<file path="src/rtl/psoc_dac_sched.sv">
// Playback scheduler in front of psoc_dac: two-source round-robin frame FIFO,
// prefill-gated start, mute on underrun and a saturating underrun counter.
module psoc_dac_sched #(
    parameter int DEPTH       = 8,
    parameter int PRIME_LEVEL = 4
) (
    input  logic                   clk,
    input  logic                   rst,
    input  logic                   enable,
    input  logic [1:0]             src_mask,
    input  logic [47:0]            src0_data,
    input  logic                   src0_valid,
    output logic                   src0_ready,
    input  logic [47:0]            src1_data,
    input  logic                   src1_valid,
    output logic                   src1_ready,
    output logic [47:0]            dac_data,
    input  logic                   dac_ready,
    output logic                   dac_enable,
    output logic [$clog2(DEPTH):0] fill_level,
    output logic                   underrun,
    output logic [15:0]            underrun_cnt,
    input  logic                   clr_stats
);
    localparam int AW = $clog2(DEPTH);
    localparam int CW = AW + 1;

    typedef enum logic [1:0] {
        ST_IDLE  = 2'd0,
        ST_PRIME = 2'd1,
        ST_RUN   = 2'd2
    } state_t;

    state_t        state_q, state_d;
    logic [47:0]   mem_q [DEPTH];
    logic [AW-1:0] wr_ptr_q, wr_ptr_d, rd_ptr_q, rd_ptr_d;
    logic [CW-1:0] count_q, count_d;
    logic          rr_q, rr_d;  // 1: src1 wins when both sources are eligible
    logic [47:0]   dac_data_q, dac_data_d;
    logic          underrun_q, underrun_d;
    logic [15:0]   ucnt_q, ucnt_d;

    logic          run_s, flush_s, full_s, empty_s;
    logic          elig0_s, elig1_s, grant0_s, grant1_s, push_s;
    logic          rd_req_s, pop_s, uflow_s;
    logic [47:0]   wdata_s;

    // State register
    always_ff @(posedge clk) begin
        if (rst) begin
            state_q <= ST_IDLE;
        end else begin
            state_q <= state_d;
        end
    end

    // Next-state logic
    always_comb begin
        state_d = state_q;
        case (state_q)
            ST_IDLE: begin
                if (enable) state_d = ST_PRIME;
                else        state_d = ST_IDLE;
            end
            ST_PRIME: begin
                if (!enable)                          state_d = ST_IDLE;
                else if (count_q >= CW'(PRIME_LEVEL)) state_d = ST_RUN;
                else                                  state_d = ST_PRIME;
            end
            ST_RUN: begin
                if (!enable) state_d = ST_IDLE;
                else         state_d = ST_RUN;
            end
            default: state_d = ST_IDLE;
        endcase
    end

    // State decode; leaving RUN flushes the FIFO in that same cycle
    always_comb begin
        run_s   = 1'b0;
        flush_s = 1'b0;
        case (state_q)
            ST_RUN: begin
                run_s   = 1'b1;
                flush_s = ~enable;
            end
            default: begin
                run_s   = 1'b0;
                flush_s = 1'b0;
            end
        endcase
    end

    // Write arbitration and read request decode
    always_comb begin
        full_s   = (count_q == CW'(DEPTH));
        empty_s  = (count_q == {CW{1'b0}});
        elig0_s  = src0_valid & src_mask[0] & ~full_s & ~flush_s;
        elig1_s  = src1_valid & src_mask[1] & ~full_s & ~flush_s;
        grant0_s = elig0_s & (~elig1_s | ~rr_q);
        grant1_s = elig1_s & (~elig0_s | rr_q);
        push_s   = grant0_s | grant1_s;
        if (grant1_s) wdata_s = src1_data;
        else          wdata_s = src0_data;
        rd_req_s = run_s & ~flush_s & dac_ready;
        pop_s    = rd_req_s & ~empty_s;
        uflow_s  = rd_req_s & empty_s;
    end

    // Datapath next-state: pointers, occupancy, output frame, statistics
    always_comb begin
        wr_ptr_d   = wr_ptr_q;
        rd_ptr_d   = rd_ptr_q;
        count_d    = count_q;
        dac_data_d = dac_data_q;
        underrun_d = uflow_s;
        rr_d       = rr_q;
        if (flush_s) begin
            wr_ptr_d   = {AW{1'b0}};
            rd_ptr_d   = {AW{1'b0}};
            count_d    = {CW{1'b0}};
            dac_data_d = 48'h0;
        end else begin
            if (push_s) wr_ptr_d = wr_ptr_q + AW'(1);
            else        wr_ptr_d = wr_ptr_q;
            if (pop_s)  rd_ptr_d = rd_ptr_q + AW'(1);
            else        rd_ptr_d = rd_ptr_q;
            count_d = count_q + CW'(push_s) - CW'(pop_s);
            if (pop_s)        dac_data_d = mem_q[rd_ptr_q];
            else if (uflow_s) dac_data_d = 48'h0;
            else              dac_data_d = dac_data_q;
        end
        if (grant0_s)      rr_d = 1'b1;
        else if (grant1_s) rr_d = 1'b0;
        else               rr_d = rr_q;
        if (clr_stats)                         ucnt_d = 16'h0000;
        else if (uflow_s && ucnt_q != 16'hFFFF) ucnt_d = ucnt_q + 16'h0001;
        else                                   ucnt_d = ucnt_q;
    end

    // Control and datapath registers
    always_ff @(posedge clk) begin
        if (rst) begin
            wr_ptr_q   <= {AW{1'b0}};
            rd_ptr_q   <= {AW{1'b0}};
            count_q    <= {CW{1'b0}};
            rr_q       <= 1'b0;
            dac_data_q <= 48'h0;
            underrun_q <= 1'b0;
            ucnt_q     <= 16'h0000;
        end else begin
            wr_ptr_q   <= wr_ptr_d;
            rd_ptr_q   <= rd_ptr_d;
            count_q    <= count_d;
            rr_q       <= rr_d;
            dac_data_q <= dac_data_d;
            underrun_q <= underrun_d;
            ucnt_q     <= ucnt_d;
        end
    end

    // Frame storage; stale entries are unreachable once the pointers reset
    always_ff @(posedge clk) begin
        if (push_s) mem_q[wr_ptr_q] <= wdata_s;
    end

    assign src0_ready   = grant0_s;
    assign src1_ready   = grant1_s;
    assign dac_enable   = run_s;
    assign dac_data     = dac_data_q;
    assign fill_level   = count_q;
    assign underrun     = underrun_q;
    assign underrun_cnt = ucnt_q;

endmodule

</file>
<file path="config.mk">
export PLATFORM = sky130hd
export DESIGN_NAME = psoc_dac_sched
export DESIGN_NICKNAME = d
export VERILOG_FILES = /design/src/rtl/psoc_dac_sched.sv
export SDC_FILE = /design/constraint.sdc
export NUM_CORES = 1
export LEC_CHECK = 0
export CAP_MARGIN = 20
export CELL_PAD_IN_SITES_DETAIL_PLACEMENT = 1
export CELL_PAD_IN_SITES_GLOBAL_PLACEMENT = 1
export CORE_ASPECT_RATIO = 0.6
export CORE_UTILIZATION = 51
export CTS_BUF_LIST = sky130_fd_sc_hd__clkbuf_8
export DETAILED_ROUTE_END_ITERATION = 10
export PLACE_DENSITY_LB_ADDON = 0.1
export SKIP_CTS_REPAIR_TIMING = 1
export SYNTH_ARGS = -nofsm -noshare
export SYNTH_HDL_FRONTEND = slang
export SYNTH_SLANG_ARGS = --single-unit
</file>
<file path="constraint.sdc">
create_clock -name clk -period 9.2 [get_ports clk]
set_clock_uncertainty 0.1 [all_clocks]
set_input_delay 1.84 -clock clk [delete_from_list [all_inputs] [get_ports clk]]
set_output_delay 1.84 -clock clk [all_outputs]
set_load 0.02 [all_outputs]
</file>
=== Word-level counts from Yosys, hierarchy flattened ===
Memories as Yosys holds them, arrays and structs flattened. A register that Yosys moved wholly into a read port is not among the register bits.
Cells that the tools add are included.

* Memories: 1
* Bits in writable memories: 384
* Register bits after elaboration: 78
* Output and inout bits: 72
* Logic and storage cells: 64

{| class="wikitable"
|+ Memories
! name !! depth !! width !! rd ports !! clocked after memory_dff !! write ports !! line !! text
|-
| mem_q || 8 || 48 || 1 || 1 || 1 || 35 || <nowiki>logic [47:0] mem_q [DEPTH];</nowiki>
|}

* Magnitude comparators: 1
* Multiplexer cells: 16
* Equality and inequality tests: 4
* Bitwise operators: 22
* Reduce and logical (&&, ||, !) cells: 7
* Add/sub/neg operators: 5

{| class="wikitable"
|+ Operator list
! operator !! number
|-
| two-way mux 48 bit || 3
|-
| adder 16 x 1 -> 16 bit (second input constant) || 1
|-
| != test 16 bit (second input constant) || 1
|-
| AND 1 bit || 12
|-
| two-way mux 1 bit || 7
|-
| NOT 1 bit || 7
|-
| adder 3 x 1 -> 3 bit (second input constant) || 2
|-
| two-way mux 2 bit || 3
|-
| two-way mux 3 bit || 2
|-
| one-hot mux 2 bit (3 select lines) || 1
|-
| adder 4 x 1 -> 4 bit || 1
|-
| equality test 4 bit (second input constant) || 1
|-
| greater-or-equal comparator 4 x 3 -> 1 bit (second input constant) || 1
|-
| zero test 4 bit || 1
|-
| nonzero test 2 bit || 2
|-
| OR reduction 2 bit || 2
|-
| subtractor 4 x 1 -> 4 bit || 1
|-
| OR 1 bit || 3
|-
| equality test 2 x 1 -> 1 bit (second input constant) || 1
|-
| equality test 2 bit (second input constant) || 1
|-
| zero test 2 bit || 1
|-
| logical AND 1 bit || 1
|}

=== Longest topological paths before layout ===
* Word-level depth: 10
* Depth in mapped cells: 11
* Mapped depth without buffers: 11

=== Worst setup path after synthesis ===
OpenSTA, ideal clock, no wires.

* Path type: input port to flip-flop
* From: in src1_valid
* To: mem mem_q[1][0] (enable)
* Stages on the path: 4
* Path slack: 1.069 ns
* Data arrival time: 7.441 ns
* Path buffers: 0
* Cells stage by stage: nand2_1 > a221oi_2 > inv_2 > nor4b_1

* Cells in the longest elaborated chain, start to end: 9
* Elaborated cells on any way between the ends: 10
* Those cells by class: mux: 2; bitwise: 8

{| class="wikitable"
|+ RTL lines
! what !! line !! text
|-
| start, declared || 15 || <nowiki>input logic src1_valid,</nowiki>
|-
| AND 1 bit (*) (3 in series) || 99 || <nowiki>elig1_s = src1_valid & src_mask[1] & ~full_s & ~flush_s;</nowiki>
|-
| NOT 1 bit || 100 || <nowiki>grant0_s = elig0_s & (~elig1_s | ~rr_q);</nowiki>
|-
| OR 1 bit || 100 ||
|-
| AND 1 bit || 100 ||
|-
| OR 1 bit (*) || 102 || <nowiki>push_s = grant0_s | grant1_s;</nowiki>
|-
| two-way mux 1 bit (*) || 164 || <nowiki>if (push_s) mem_q[wr_ptr_q] <= wdata_s;</nowiki>
|-
| two-way mux 1 bit (not written as such) (*) || 164 ||
|-
| end, declared || 35 ||
|}

Mark *: on every way between the ends. The rest lies on a longest branch, timed or not.

=== Worst setup path in the final report ===
* From: in enable
* To: out src1_ready

* Cells in the longest elaborated chain, start to end: 7
* Elaborated cells on any way between the ends: 8
* Those cells by class: mux: 1; bitwise: 7

{| class="wikitable"
|+ RTL lines
! what !! line !! text
|-
| start, declared || 9 || <nowiki>input logic enable,</nowiki>
|-
| NOT 1 bit (*) || 85 || <nowiki>flush_s = ~enable;</nowiki>
|-
| two-way mux 1 bit (*) || 82 || <nowiki>case (state_q)</nowiki>
|-
| NOT 1 bit (*) || 98, 99 ||
|-
| AND 1 bit || 98 || <nowiki>elig0_s = src0_valid & src_mask[0] & ~full_s & ~flush_s;</nowiki>
|-
| NOT 1 bit || 101 || <nowiki>grant1_s = elig1_s & (~elig0_s | rr_q);</nowiki>
|-
| OR 1 bit || 101 ||
|-
| AND 1 bit (*) || 101 ||
|-
| end, declared || 16 || <nowiki>output logic src1_ready,</nowiki>
|}

Marks and branches as above.

==> summary.md <==
| Metric | Value |
|---|---|
| Worst reg2reg path depth | 6 |
| GRT Residual Overflow | 0 |
| # DRC | 0 |
| Fmax | 157 MHz |
| Routability congestion estimate | 0.756 |
| All-Layer GR Usage | 23.3% |
| I/O pin cnt | 177 |
| FP Rows | 52 |
| Dpl cell area | 20300 um2 |
| Post-DP HPWL | 22.9 mm |
| Part of the Yosys area used for sequential elements | 73.1% |
| Root buf cell | clkbuf_8 |
| Pin count of the biggest net entering global routing | 53 |
| Relative slew slack | 28.2% |
| Post-synth top area share | 64.1% |
| CTS sink count | 465 |
| Number of synthesized flops with an enable pin | 384 |
| Power Density | 206 nW/um2 |
| Fillers | 3012 |
| Count of input and output buffers | 176 |
| 1st-iter DRT viols | 692 |
| Initial antenna violation count | 0 |
| Startpoint types | primary input |
| Max-slew violation count | 0 |
| Die Ht | 148 um |
| Share of cells above drive strength 1 | 22.9% |
| Peak supply drop | 0.106 mV |
| CTS tree | done |
| Commonest cells after routing, fill and taps aside | 384 x edfxtp_1, 176 x clkdlybuf4s50_1, 96 x mux4_2 |
| Die area | 36100 um2 |
| CP Class | primary input to output pin |
| Vias/cell | 5.66 |
| Vias in the first global route | 10400 |
| Post-synth top area cell | edfxtp_1 |
| Worst EP required | 7.26 ns |
| Hold Path Class | register to register |
| Drt total wl | 40.9 mm |
| Net Count, Synth | 1068 |
| Synth unique cells | 47 |
| Max-cap violations | 0 |
| CP max FO | 50 |
| H-tree depth | 3 |
| Avg Cell Area, Syn | 18.9 um2 |
| Worst Tran Pin Value | 1.08 ns |
| DIE WIDTH | 245 um |
| Crit path DAT | 4.42 ns |
| Yosys reg bits | 465 |
| Reg area | 13200 um2 |
| Leakage | 6.92 nW |
| Mapped Area | 18000 um2 |
| Tot Pwr | 4.46 mW |
| Share of flip-flops with an asynchronous set or reset | 0% |
| Hold path depth | 2 |
| First-pass GRT wire length | 62.0 mm |
| Initial Utilization | 52.6% |
| Post-route ant nets | 0 |
| Core footprint | 34200 um2 |
| Footprint of the multi-input gates | 4660 um2 |
| First-pass DRT Iterations | 5 |
| Post-layout util | 63.3% |
| Clock Path Buffers | 3 |
| Design Area, Final | 21700 um2 |
| Hold Vio Cnt, Final | 0 |
| P&R area growth vs syn | 20.4% |
| Worst Setup End Kind | output pin |
| Diode count | 0 |
| Synth Instances | 952 |
| Fin Setup TNS | 0 ns |
| Ys Warns | 0 |
| Status | finished clean |
| Clock latency at the later pin of the worst-skew pair | 0.61 ns |
| # setup viols final | 0 |
| Fin nets | 1282 |
| Wire length per cell | 24.3 um |
| Vias | 9514 |
| Most common cell after layout, fill and taps aside | edfxtp_1 |
| Min Tclk post-route | 6.36 ns |
| Clk slew on worst S/H paths | 0.07 ns |
| Top_reg_cell synth | edfxtp_1 |
| Num CTS Buffers | 69 |
| Final Cycle Share | 69.1% |
| Top area cells in the synthesized netlist | edfxtp_1 64%, mux4_2 12%, dfxtp_1 9.0%, mux2_2 3.0%, mux2i_1 2.7% |
| Unrepaired setup endpoints after global routing | no |
-- layer usage --
layer  vias up  global-route usage, %  part of all wire [%]
li1       4202                      -                     -
met1      4986                   32.7                    45
met2       271                   37.7                    49
met3        55                   4.38                   4.7
met4         0                   6.97                   1.7
met5         -                      0                     0
-- synthesized netlist by cell type (5+ instances only) --
master / n
edfxtp_1: 384
mux4_2: 96
dfxtp_1: 81
nand2_1: 66
mux2i_1: 49
mux2_2: 48
nor2_1: 32
o21ai_0: 29
buf_2: 23
o21ai_1: 20
clkbuf_1: 17
xnor2_1: 16
ha_1: 10
nor3_1: 8
inv_1: 6
a21oi_1: 5
nand3_1: 5
-- cell type report --
cell class | instances | share of cell area (%)
clock inverters | 48 | 1.17
well taps | 459 | 2.65
clock buffers | 80 | 5.08
repair buffers | 191 | 8.74
flip-flops and latches | 465 | 60.7
multi-input cells | 432 | 21.5
inverters | 7 | 0.121
-- sequential cells by signal, summed over array words and instances, names as in the netlist, 2 cells and up, named ones only --
signal,flops
mem_q,384
dac_data,48
underrun_cnt,16
fill_level,4
rd_ptr_q,3
wr_ptr_q,3
state_q,2
-- logic make-up (layout without fill, tap and decap cells) --
logic type / Yosys count / in the layout / synth area share (%)
AO/OA/AOI/OAI: 64 / 64 / 2.05
XOR/XNOR: 18 / 18 / 0.876
adder cells (fa/ha/maj): 11 / 11 / 0.806
buffers and inverters: 55 / 326 / 1.39
flip-flops: 465 / 465 / 73.1
multiplexers: 193 / 193 / 17.7
AND/OR/NAND/NOR: 146 / 146 / 4.07
-- power by group --
group / leakage (nW) / internal [mW] / total [mW] / switching [mW]
logic: 1.97 / 0.163 / 0.383 / 0.219
registers: 4.14 / 2.41 / 2.45 / 0.0318
clock network: 0.808 / 0.853 / 1.63 / 0.778
-- critical path: stages --
cell and delay, ns:
clkdlybuf4s50_1 0.52, nor3b_2 0.10, a21oi_1 0.22, nor3b_4 0.22, buf_4 0.75, clkdlybuf4s50_1 0.75
-- final timing paths --
| path | start | slack [ns] | endpoint |
|---|---|---|---|
| worst max register to register | fill_level[2]$_SDFF_PP0_ | 6.02 | mem_q[7][35]$_DFFE_PP_ |
| worst max-delay path | enable | 2.84 | src1_ready |
| worst min-delay path | dac_data[8]$_SDFFE_PP0P_ | 0.35 | dac_data[8]$_SDFFE_PP0P_ |
| worst min register to register | dac_data[8]$_SDFFE_PP0P_ | 0.35 | dac_data[8]$_SDFFE_PP0P_ |
-- through the flow --
| step | instances | hold WS (ns) | setup slack (ns) |
|---|---|---|---|
| 6_report | 1682 | 0.352 | 2.84 |
| 5_1_grt | 1682 | 0.383 | 2.74 |
| 4_1_cts | 1681 | 0.358 | 2.81 |
| 3_5_place_dp | 1553 | 0.347 | 2.83 |
| 3_3_place_gp | 1553 | 0.333 | 2.88 |
| 2_1_floorplan | 952 | 0.340 | 1.07 |
No activity file was read; power rests on OpenSTA's default activity.
